<file path="config.mk">
export PLATFORM = sky130hd
export DESIGN_NAME = rx4p_mc_receiver
export DESIGN_NICKNAME = d
export VERILOG_FILES = /design/src/rtl/rx4p_mc_receiver_pkg.sv /design/src/rtl/rx4p_mc_receiver_chan.sv /design/src/rtl/rx4p_mc_receiver.sv
export SDC_FILE = /design/constraint.sdc
export NUM_CORES = 1
export LEC_CHECK = 0
export CAP_MARGIN = 20
export CELL_PAD_IN_SITES_DETAIL_PLACEMENT = 1
export CELL_PAD_IN_SITES_GLOBAL_PLACEMENT = 2
export CORE_MARGIN = 1
export CORE_UTILIZATION = 36
export DETAILED_ROUTE_END_ITERATION = 12
export PLACE_DENSITY = 0.95
export SLEW_MARGIN = 5
export SYNTH_ARGS = -nofsm -noshare
export SYNTH_HDL_FRONTEND = slang
export SYNTH_HIERARCHICAL = 1
export SYNTH_SLANG_ARGS = --single-unit
</file>
<file path="constraint.sdc">
create_clock -name clk_rx -period 3.9 [get_ports clk_rx]
set_input_delay 0.585 -clock clk_rx [delete_from_list [all_inputs] [get_ports clk_rx]]
set_output_delay 0.585 -clock clk_rx [all_outputs]
set_load 0.05 [all_outputs]
</file>
<file path="src/rtl/rx4p_mc_receiver_pkg.sv">
// Shared defaults, channel FSM encoding and helpers for the multi-channel 4-phase receiver.
package rx4p_mc_receiver_pkg;

  localparam int unsigned DefNch        = 4;
  localparam int unsigned DefDw         = 8;
  localparam int unsigned DefSyncStages = 2;

  // Per-channel handshake state: IDLE waits for a request, ACKH holds ack until req drops.
  typedef enum logic {
    StIdle = 1'b0,
    StAckh = 1'b1
  } chan_state_e;

  // Channel tag width; a single channel still needs a 1-bit tag.
  function automatic int unsigned chan_width(int unsigned n);
    return (n > 1) ? $clog2(n) : 1;
  endfunction

endpackage

</file>
<file path="src/rtl/rx4p_mc_receiver_chan.sv">
// One receive channel: req synchroniser, 4-phase handshake FSM and a one-word hold register.
module rx4p_mc_receiver_chan
  import rx4p_mc_receiver_pkg::*;
#(
  parameter int unsigned DW          = DefDw,
  parameter int unsigned SYNC_STAGES = DefSyncStages
) (
  input  logic          clk_rx,
  input  logic          reset,
  input  logic          req,
  input  logic [DW-1:0] data,
  input  logic          drain,
  output logic          ack,
  output logic [DW-1:0] hold,
  output logic          full
);

  logic [SYNC_STAGES-1:0] sync_q;
  logic                   reqs;
  chan_state_e            state_q, state_d;
  logic                   capture;
  logic [DW-1:0]          hold_q;
  logic                   full_q;

  // Synchroniser chain; only its last stage is looked at by the FSM.
  always_ff @(posedge clk_rx) begin
    if (reset) begin
      sync_q <= '0;
    end else begin
      sync_q <= {sync_q[SYNC_STAGES-2:0], req};
    end
  end

  assign reqs = sync_q[SYNC_STAGES-1];

  // FSM state register.
  always_ff @(posedge clk_rx) begin
    if (reset) begin
      state_q <= StIdle;
    end else begin
      state_q <= state_d;
    end
  end

  // Next state; capture only into an empty hold (registered flag, no same-cycle bypass).
  always_comb begin
    state_d = state_q;
    capture = 1'b0;
    unique case (state_q)
      StIdle: begin
        if (reqs && !full_q) begin
          state_d = StAckh;
          capture = 1'b1;
        end
      end
      StAckh: begin
        if (!reqs) begin
          state_d = StIdle;
        end
      end
      default: state_d = StIdle;
    endcase
  end

  // Ack is decoded straight from the state flop, so it is glitch-free toward the sender.
  always_comb begin
    ack = (state_q == StAckh);
  end

  // Hold register; capture and drain never coincide because capture needs an empty hold.
  always_ff @(posedge clk_rx) begin
    if (reset) begin
      hold_q <= '0;
      full_q <= 1'b0;
    end else if (capture) begin
      hold_q <= data;
      full_q <= 1'b1;
    end else if (drain) begin
      full_q <= 1'b0;
    end
  end

  assign hold = hold_q;
  assign full = full_q;

endmodule

</file>
<file path="src/rtl/rx4p_mc_receiver.sv">
// Multi-channel 4-phase receiver: NCH handshake channels merged round-robin onto one
// registered valid/ready stream tagged with the source channel.
module rx4p_mc_receiver
  import rx4p_mc_receiver_pkg::*;
#(
  parameter int unsigned NCH         = DefNch,
  parameter int unsigned DW          = DefDw,
  parameter int unsigned SYNC_STAGES = DefSyncStages,
  localparam int unsigned CHW        = chan_width(NCH)
) (
  input  logic              clk_rx,
  input  logic              reset,
  input  logic [NCH-1:0]    req,
  input  logic [NCH*DW-1:0] data,
  output logic [NCH-1:0]    ack,
  output logic [DW-1:0]     rdata,
  output logic [CHW-1:0]    rch,
  output logic              vo,
  input  logic              rdy
);

  logic [NCH-1:0] full;
  logic [NCH-1:0] drain;
  logic [DW-1:0]  hold [NCH];

  logic           found;
  logic [CHW-1:0] sel;
  logic [CHW-1:0] ptr_next;
  logic [DW-1:0]  sel_data;
  logic           load;

  logic [CHW-1:0] ptr_q;
  logic [DW-1:0]  rdata_q;
  logic [CHW-1:0] rch_q;
  logic           vo_q;

  for (genvar i = 0; i < NCH; i++) begin : g_chan
    rx4p_mc_receiver_chan #(
      .DW          (DW),
      .SYNC_STAGES (SYNC_STAGES)
    ) u_chan (
      .clk_rx (clk_rx),
      .reset  (reset),
      .req    (req[i]),
      .data   (data[i*DW +: DW]),
      .drain  (drain[i]),
      .ack    (ack[i]),
      .hold   (hold[i]),
      .full   (full[i])
    );
  end

  // Round-robin pick: first full channel at or after ptr, wrapping modulo NCH.
  always_comb begin
    found    = 1'b0;
    sel      = '0;
    sel_data = '0;
    for (int unsigned k = 0; k < NCH; k++) begin
      for (int unsigned i = 0; i < NCH; i++) begin
        if (!found && full[i] && (((32'(ptr_q) + k) % NCH) == i)) begin
          found    = 1'b1;
          sel      = CHW'(i);
          sel_data = hold[i];
        end
      end
    end
    ptr_next = (32'(sel) == NCH - 1) ? '0 : sel + 1'b1;
  end

  // The output register takes a word when it is empty or being accepted this cycle.
  always_comb begin
    load  = found && (!vo_q || rdy);
    drain = '0;
    for (int unsigned i = 0; i < NCH; i++) begin
      drain[i] = load && (32'(sel) == i);
    end
  end

  // Output register and arbitration pointer; data and tag keep their value after drain.
  always_ff @(posedge clk_rx) begin
    if (reset) begin
      rdata_q <= '0;
      rch_q   <= '0;
      vo_q    <= 1'b0;
      ptr_q   <= '0;
    end else if (load) begin
      rdata_q <= sel_data;
      rch_q   <= sel;
      vo_q    <= 1'b1;
      ptr_q   <= ptr_next;
    end else if (vo_q && rdy) begin
      vo_q    <= 1'b0;
    end
  end

  assign rdata = rdata_q;
  assign rch   = rch_q;
  assign vo    = vo_q;

endmodule

</file>
== Yosys cells after proc, flatten, opt, wreduce, memory -nomap -nowiden ==
Index checks and enable logic that the tools add are counted.
Storage, ports and cells
  bits in registers: 61
  logic and storage cells: 189
  input port bits: 39
Operators by class
  reduce and logical (&&, ||, !) cells: 72
  mux-type cells: 74
  add/subtract/negate cells: 4
  equality and inequality tests: 15
  bitwise logic cells: 4
Operators with widths (number)
  zero test 32 bit: 4
  two-way mux 8 bit: 16
  logical AND 1 bit: 41
  two-way mux 1 bit: 39
  two-way mux 2 bit: 15
  == test 2 bit, second input constant: 10
  zero test 1 bit: 20
  == test 2 x 1 -> 1 bit, second input constant: 5
  nonzero test 2 bit: 5
  case mux 1 bit (2 select lines): 4
  adder 2 x 1 -> 2 bit, second input constant: 2
  adder 2 bit, second input constant: 2
  NOT 1 bit: 4
  zero test 2 bit: 1
  logical OR 1 bit: 1

== Depth between registers and ports, before layout ==
  depth after elaboration: 67
  gate-level depth with buffers: 10
  gate-level depth less buffers: 9

== Hierarchy ==
The synthesis kept the hierarchy.
By module, submodules not included
  rx4p_mc_receiver_chan: cells an instance 46, times used 4, area an instance 496.7 um^2
  rx4p_mc_receiver: cells an instance 235, times used 1, area an instance 1692.9 um^2

== Worst setup path before layout ==
Ideal clock, no wire load.
  path kind: reg-to-reg
  from: register g_chan[3].u_chan.full_q
  to: register g_chan[0].u_chan.full_q
  period minus slack after synthesis: 1.786 ns
  arrival: 1.728 ns
  slack: 2.114 ns
  cell stages (with the launch flop): 11
  library setup time: 0.058 ns
  cell sequence: dfxtp_1 buf_4 nand2b_1 buf_2 a31oi_1 nor2_1 inv_1 ha_1 and2_1 nor2b_2 o21ba_1
Between the ends
  cells in the longest elaborated chain, start to end: 54
  elaborated cells between the ends (all ways): 68
  classes of those cells: mux (26); reduce/logical (42)
Ends and longest elaborated chain
  start, declared: line rx4p_mc_receiver_chan.sv:23  | logic full_q;
  start signal, assigned: line rx4p_mc_receiver_chan.sv:74  | full_q <= 1'b0;
  start signal, assigned: line rx4p_mc_receiver_chan.sv:77  | full_q <= 1'b1;
  start signal, assigned: line rx4p_mc_receiver_chan.sv:79  | full_q <= 1'b0;
  logical AND 1 bit (2 in series): line rx4p_mc_receiver.sv:60  | if (!found && full[i] && (((32'(ptr_q) + k) % NCH) == i)) begin
  two-way mux 1 bit: line rx4p_mc_receiver.sv:60
  zero test 1 bit: line rx4p_mc_receiver.sv:60
  logical AND 1 bit (2 in series): line rx4p_mc_receiver.sv:60
  two-way mux 1 bit: line rx4p_mc_receiver.sv:60
  zero test 1 bit: line rx4p_mc_receiver.sv:60
  logical AND 1 bit (2 in series): line rx4p_mc_receiver.sv:60
  two-way mux 1 bit: line rx4p_mc_receiver.sv:60
  (+36 left out)
  zero test 1 bit: line rx4p_mc_receiver.sv:60
  logical AND 1 bit (2 in series): line rx4p_mc_receiver.sv:60
  two-way mux 2 bit (*): line rx4p_mc_receiver.sv:60
  via sel[0]: line rx4p_mc_receiver.sv:27  | logic [CHW-1:0] sel;
  zero test 2 bit (*): line rx4p_mc_receiver.sv:75  | drain[i] = load && (32'(sel) == i);
  logical AND 1 bit (*): line rx4p_mc_receiver.sv:75
  via drain[0]: line rx4p_mc_receiver.sv:23  | logic [NCH-1:0] drain;
  nonzero test 2 bit (no source line) (*)
  end signal, assigned: line rx4p_mc_receiver_chan.sv:74
  end signal, assigned: line rx4p_mc_receiver_chan.sv:77
  end signal, assigned: line rx4p_mc_receiver_chan.sv:79
  end, declared: line rx4p_mc_receiver_chan.sv:23
The timed path passes the listed nets; every way through them passes the cells marked *.
A chain may end at the register's enable or synchronous reset.

== Worst setup path after layout ==
  from: register g_chan[3].u_chan.full_q
  to: register rdata_q[6] (netlist: rdata[6])
Between the ends
  cells in the longest elaborated chain, start to end: 52
  elaborated cells between the ends (all ways): 65
  classes of those cells: mux (26); reduce/logical (39)
Ends and longest elaborated chain
  logical AND 1 bit (2 in series): line rx4p_mc_receiver.sv:60
  two-way mux 1 bit: line rx4p_mc_receiver.sv:60
  zero test 1 bit: line rx4p_mc_receiver.sv:60
  logical AND 1 bit (2 in series): line rx4p_mc_receiver.sv:60
  two-way mux 1 bit: line rx4p_mc_receiver.sv:60
  zero test 1 bit: line rx4p_mc_receiver.sv:60
  logical AND 1 bit (2 in series): line rx4p_mc_receiver.sv:60
  two-way mux 1 bit: line rx4p_mc_receiver.sv:60
  (+31 left out)
  two-way mux 1 bit: line rx4p_mc_receiver.sv:60
  zero test 1 bit: line rx4p_mc_receiver.sv:60
  logical AND 1 bit (2 in series): line rx4p_mc_receiver.sv:60
  two-way mux 1 bit: line rx4p_mc_receiver.sv:60
  zero test 1 bit: line rx4p_mc_receiver.sv:60
  logical AND 1 bit (2 in series): line rx4p_mc_receiver.sv:60
  two-way mux 1 bit: line rx4p_mc_receiver.sv:60
  logical AND 1 bit: line rx4p_mc_receiver.sv:72  | load = found && (!vo_q || rdy);
  end signal, assigned: line rx4p_mc_receiver.sv:87  | rdata_q <= sel_data;
  end, declared: line rx4p_mc_receiver.sv:33  | logic [DW-1:0] rdata_q;
Several ways; a longest one is shown, not always the timed one.

==> results.cfg <==
[clocking]
cts_root_buf = clkbuf_8
clk_pin_slew_ns = 0.07
cts_setup_buffers = 0
clk_latency_ns = 0.35
numClockSinks = 61
post_cts_resized = 0
cts_inserted_buffers = 9
cts_tree = done
cts.path.max_buffers = 2
cts.hold.buffers_added = 0
cts_max_level = 3

[power_and_ir_drop]
power.leakage_uw = 0.001634
combPwrFrac_pct = 20.4
sequentialPowerShare_pct = 41.9
power.switching_uw = 517.8
power_uw = 1728
netSwitchingFraction_pct = 29.97
power_density_nw_per_um2 = 388.3
ir_drop_v = 0.0001673
p_int_uw = 1210
p_clk_share_pct = 37.7

[synth]
synth.area.top_cells = dfxtp_1, nand2b_1, mux2i_1, o22ai_1, a211oi_1
ys_ff_latch = 61
async_flop_share_pct = 0
yosysTopAreaCell = dfxtp_1
syn_area_per_cell_um2 = 8.782
yosysMostFrequentCell = nand2b_1
ys_types = 49
synthCells = 419
synth_top_area_share_pct = 33.19
ys_warn_count = 6
ys_seq_area_share_pct = 33.19
synth_enable_flop_cells = 0
synth_top_flop_cell = dfxtp_1
ys_top_cells_by_count = nand2b_1, dfxtp_1, mux2i_1
netlist_area_um2 = 3680
syn_nets = 462

[critical_path]
crit_fanout = 23
required_ns = 4.09
cp.arrival_ns = 2.96
startpoint_type = flop
end_kind = flop
criticalPathCategory = reg2reg

[sta]
worst_slew_pin_slew_ns = 0.9797
fin_crit_ns = 2.770
rsz0062_at_grt = no
final_max_slew_viol_count = 0
max_freq_ghz = 0.3610
fin_crit_sh_pct = 71.04
slew_headroom_pct = 34.40
finClkSkew_ns = 0.009489
setup_violations = 0
hold_violations = 0
tns_ns = 0

[route]
vias_per_cell = 5.710
drt-initial-drc-count = 222
route.vias.total = 3392
dr.pass1.iters = 4
drc = 0
antenna_left = 0
wl_per_cell_um = 18.26
wirelength_mm = 10.85

[grt]
met3_usage_pct = 5.424
antenna_found_initial = 0
use_met1_pct = 25.15
grt_overflow = 0
met2_usage_pct = 38.46
grt_pass1_vias = 3467
grt_pass1_wl_mm = 17.48
top_usage_layer = met2
grt_max_degree = 60
track_usage_pct = 21.86

[run]
maxCapViolations = 0

[layout]
final-seq-area_um2 = 1221
fillCellCount = 1174
diodes = 0
drive_gt1_share_pct = 8.460
final_nets = 499
area_delta_synth_final_pct = 20.95
final_cell_area_um2 = 4451
multi_input_area_um2 = 2282

[floorplan]
die-area_um2 = 10630
initial_core_util_pct = 37.47
num_rows = 36
die_h_um = 103.1
fp.dieW_um = 103.1
fp.coreArea_um2 = 9819
ioPinCount = 54

[worst_hold_path]
min_path_type = reg2reg

[place]
gp_congestion = 0.9119
post-dp-hpwl_mm = 7.705
post_dp_cell_area_um2 = 4225
io_buffers = 53

[outcome]
status = complete, no violations
## cells in the final DEF (no fill, tap or decap), types with 2 or more instances in the layout
master	netlist	layout
nand2b_1	70	70
o22ai_1	24	24
nor3b_2	5	5
mux2i_1	34	34
o21ai_0	2	2
a211o_1	6	6
nand2_1	20	20
clkdlybuf4s50_1	0	52
nor2b_1	14	14
clkinv_2	0	2
and2_1	6	6
nor4_4	2	2
inv_1	4	4
nand3_1	2	2
a21o_1	7	7
a22oi_1	7	7
nor3b_1	5	5
nor3_1	10	10
a22o_1	8	8
o32ai_1	2	2
buf_4	3	2
ha_1	4	4
nor2_2	4	4
and3_1	2	2
o21ba_1	4	4
dfxtp_1	61	61
nand4_1	2	2
o21ai_1	8	8
a211oi_1	18	18
a32oi_1	7	7
a31oi_1	5	5
nand3b_1	3	3
nor2_1	24	24
clkbuf_8	0	11
a21oi_1	4	4
bufinv_16	0	2
nor2b_2	4	4
## cell families after synthesis
group | after synthesis | synth area share (%)
AND/OR/NAND/NOR | 178 | 29.45
AO/OA/AOI/OAI | 109 | 21.97
flip-flops | 61 | 33.19
multiplexers | 34 | 9.249
buffers and inverters | 33 | 4.794
adder cells (fa/ha/maj) | 4 | 1.360
## metal layers
| metal | part of all wire (%) | wire (µm) |
|---|---|---|
| met5 | 0 | 0 |
| met4 | 2.3 | 251 |
| met3 | 3.9 | 423 |
| met2 | 51 | 5554 |
| met1 | 43 | 4616 |
## state kept, by name, indices dropped and copies added, names as in the netlist
register and cells:
g_chan.u_chan/ack 4, g_chan.u_chan/hold 32, vo 1, rdata 8
g_chan.u_chan/full 4, ptr_q 2, g_chan.u_chan/sync_q 8, rch 2
## metrics by stage
step / hold WS, ns / instances / setup WS (ns) / util [%]
global placement: 0.4169 / 578 / 1.330 / 43.03
floorplan: 0.4138 / 419 / 2.114 / -
detailed placement: 0.4247 / 578 / 1.236 / 43.03
CTS: 0.4417 / 594 / 1.181 / 45.32
global route: 0.4577 / 594 / 0.8969 / 45.32
finish: 0.4360 / 594 / 1.130 / 45.32
## power groups by stage
stage | sequential [µW] | clock (µW) | combinational [µW]
after CTS | 723 | 668 | 353
after floorplan | 751 | 0 | 213
after global placement | 735 | 0 | 342
after global routing | 730 | 703 | 382
after detailed placement | 737 | 0 | 351
final | 724 | 652 | 353
## final timing paths
check,start,end,slack (ns),cells past startpoint
setup / recovery,g_chan[3].u_chan/full$_SDFFE_PP0P_,rdata[6]$_SDFFE_PP0P_,1.13,6
setup reg to reg,g_chan[3].u_chan/full$_SDFFE_PP0P_,rdata[6]$_SDFFE_PP0P_,1.13,6
hold / removal,g_chan[3].u_chan/sync_q[0]$_SDFF_PP0_,g_chan[3].u_chan/sync_q[1]$_SDFF_PP0_,0.44,1
hold reg to reg,g_chan[3].u_chan/sync_q[0]$_SDFF_PP0_,g_chan[3].u_chan/sync_q[1]$_SDFF_PP0_,0.44,1
## critical path: stages, from the launching register on
cell and delay [ns]:
dfxtp_1 0.89, inv_1 0.40, or4_1 0.82, o22ai_1 0.22
nor3_1 0.09, o21ai_1 0.11, a211oi_1 0.09
## final cells by class
type / instances / share of cell area (%)
Clock buffer: 12 / 3.486
Clock inverter: 4 / 1.574
Sequential cell: 61 / 27.44
Timing Repair Buffer: 55 / 12.15
Tap cell: 133 / 3.739
Inverter: 4 / 0.3374
Multi-Input combinational cell: 325 / 51.28
Power figures use the tool's default switching activity.
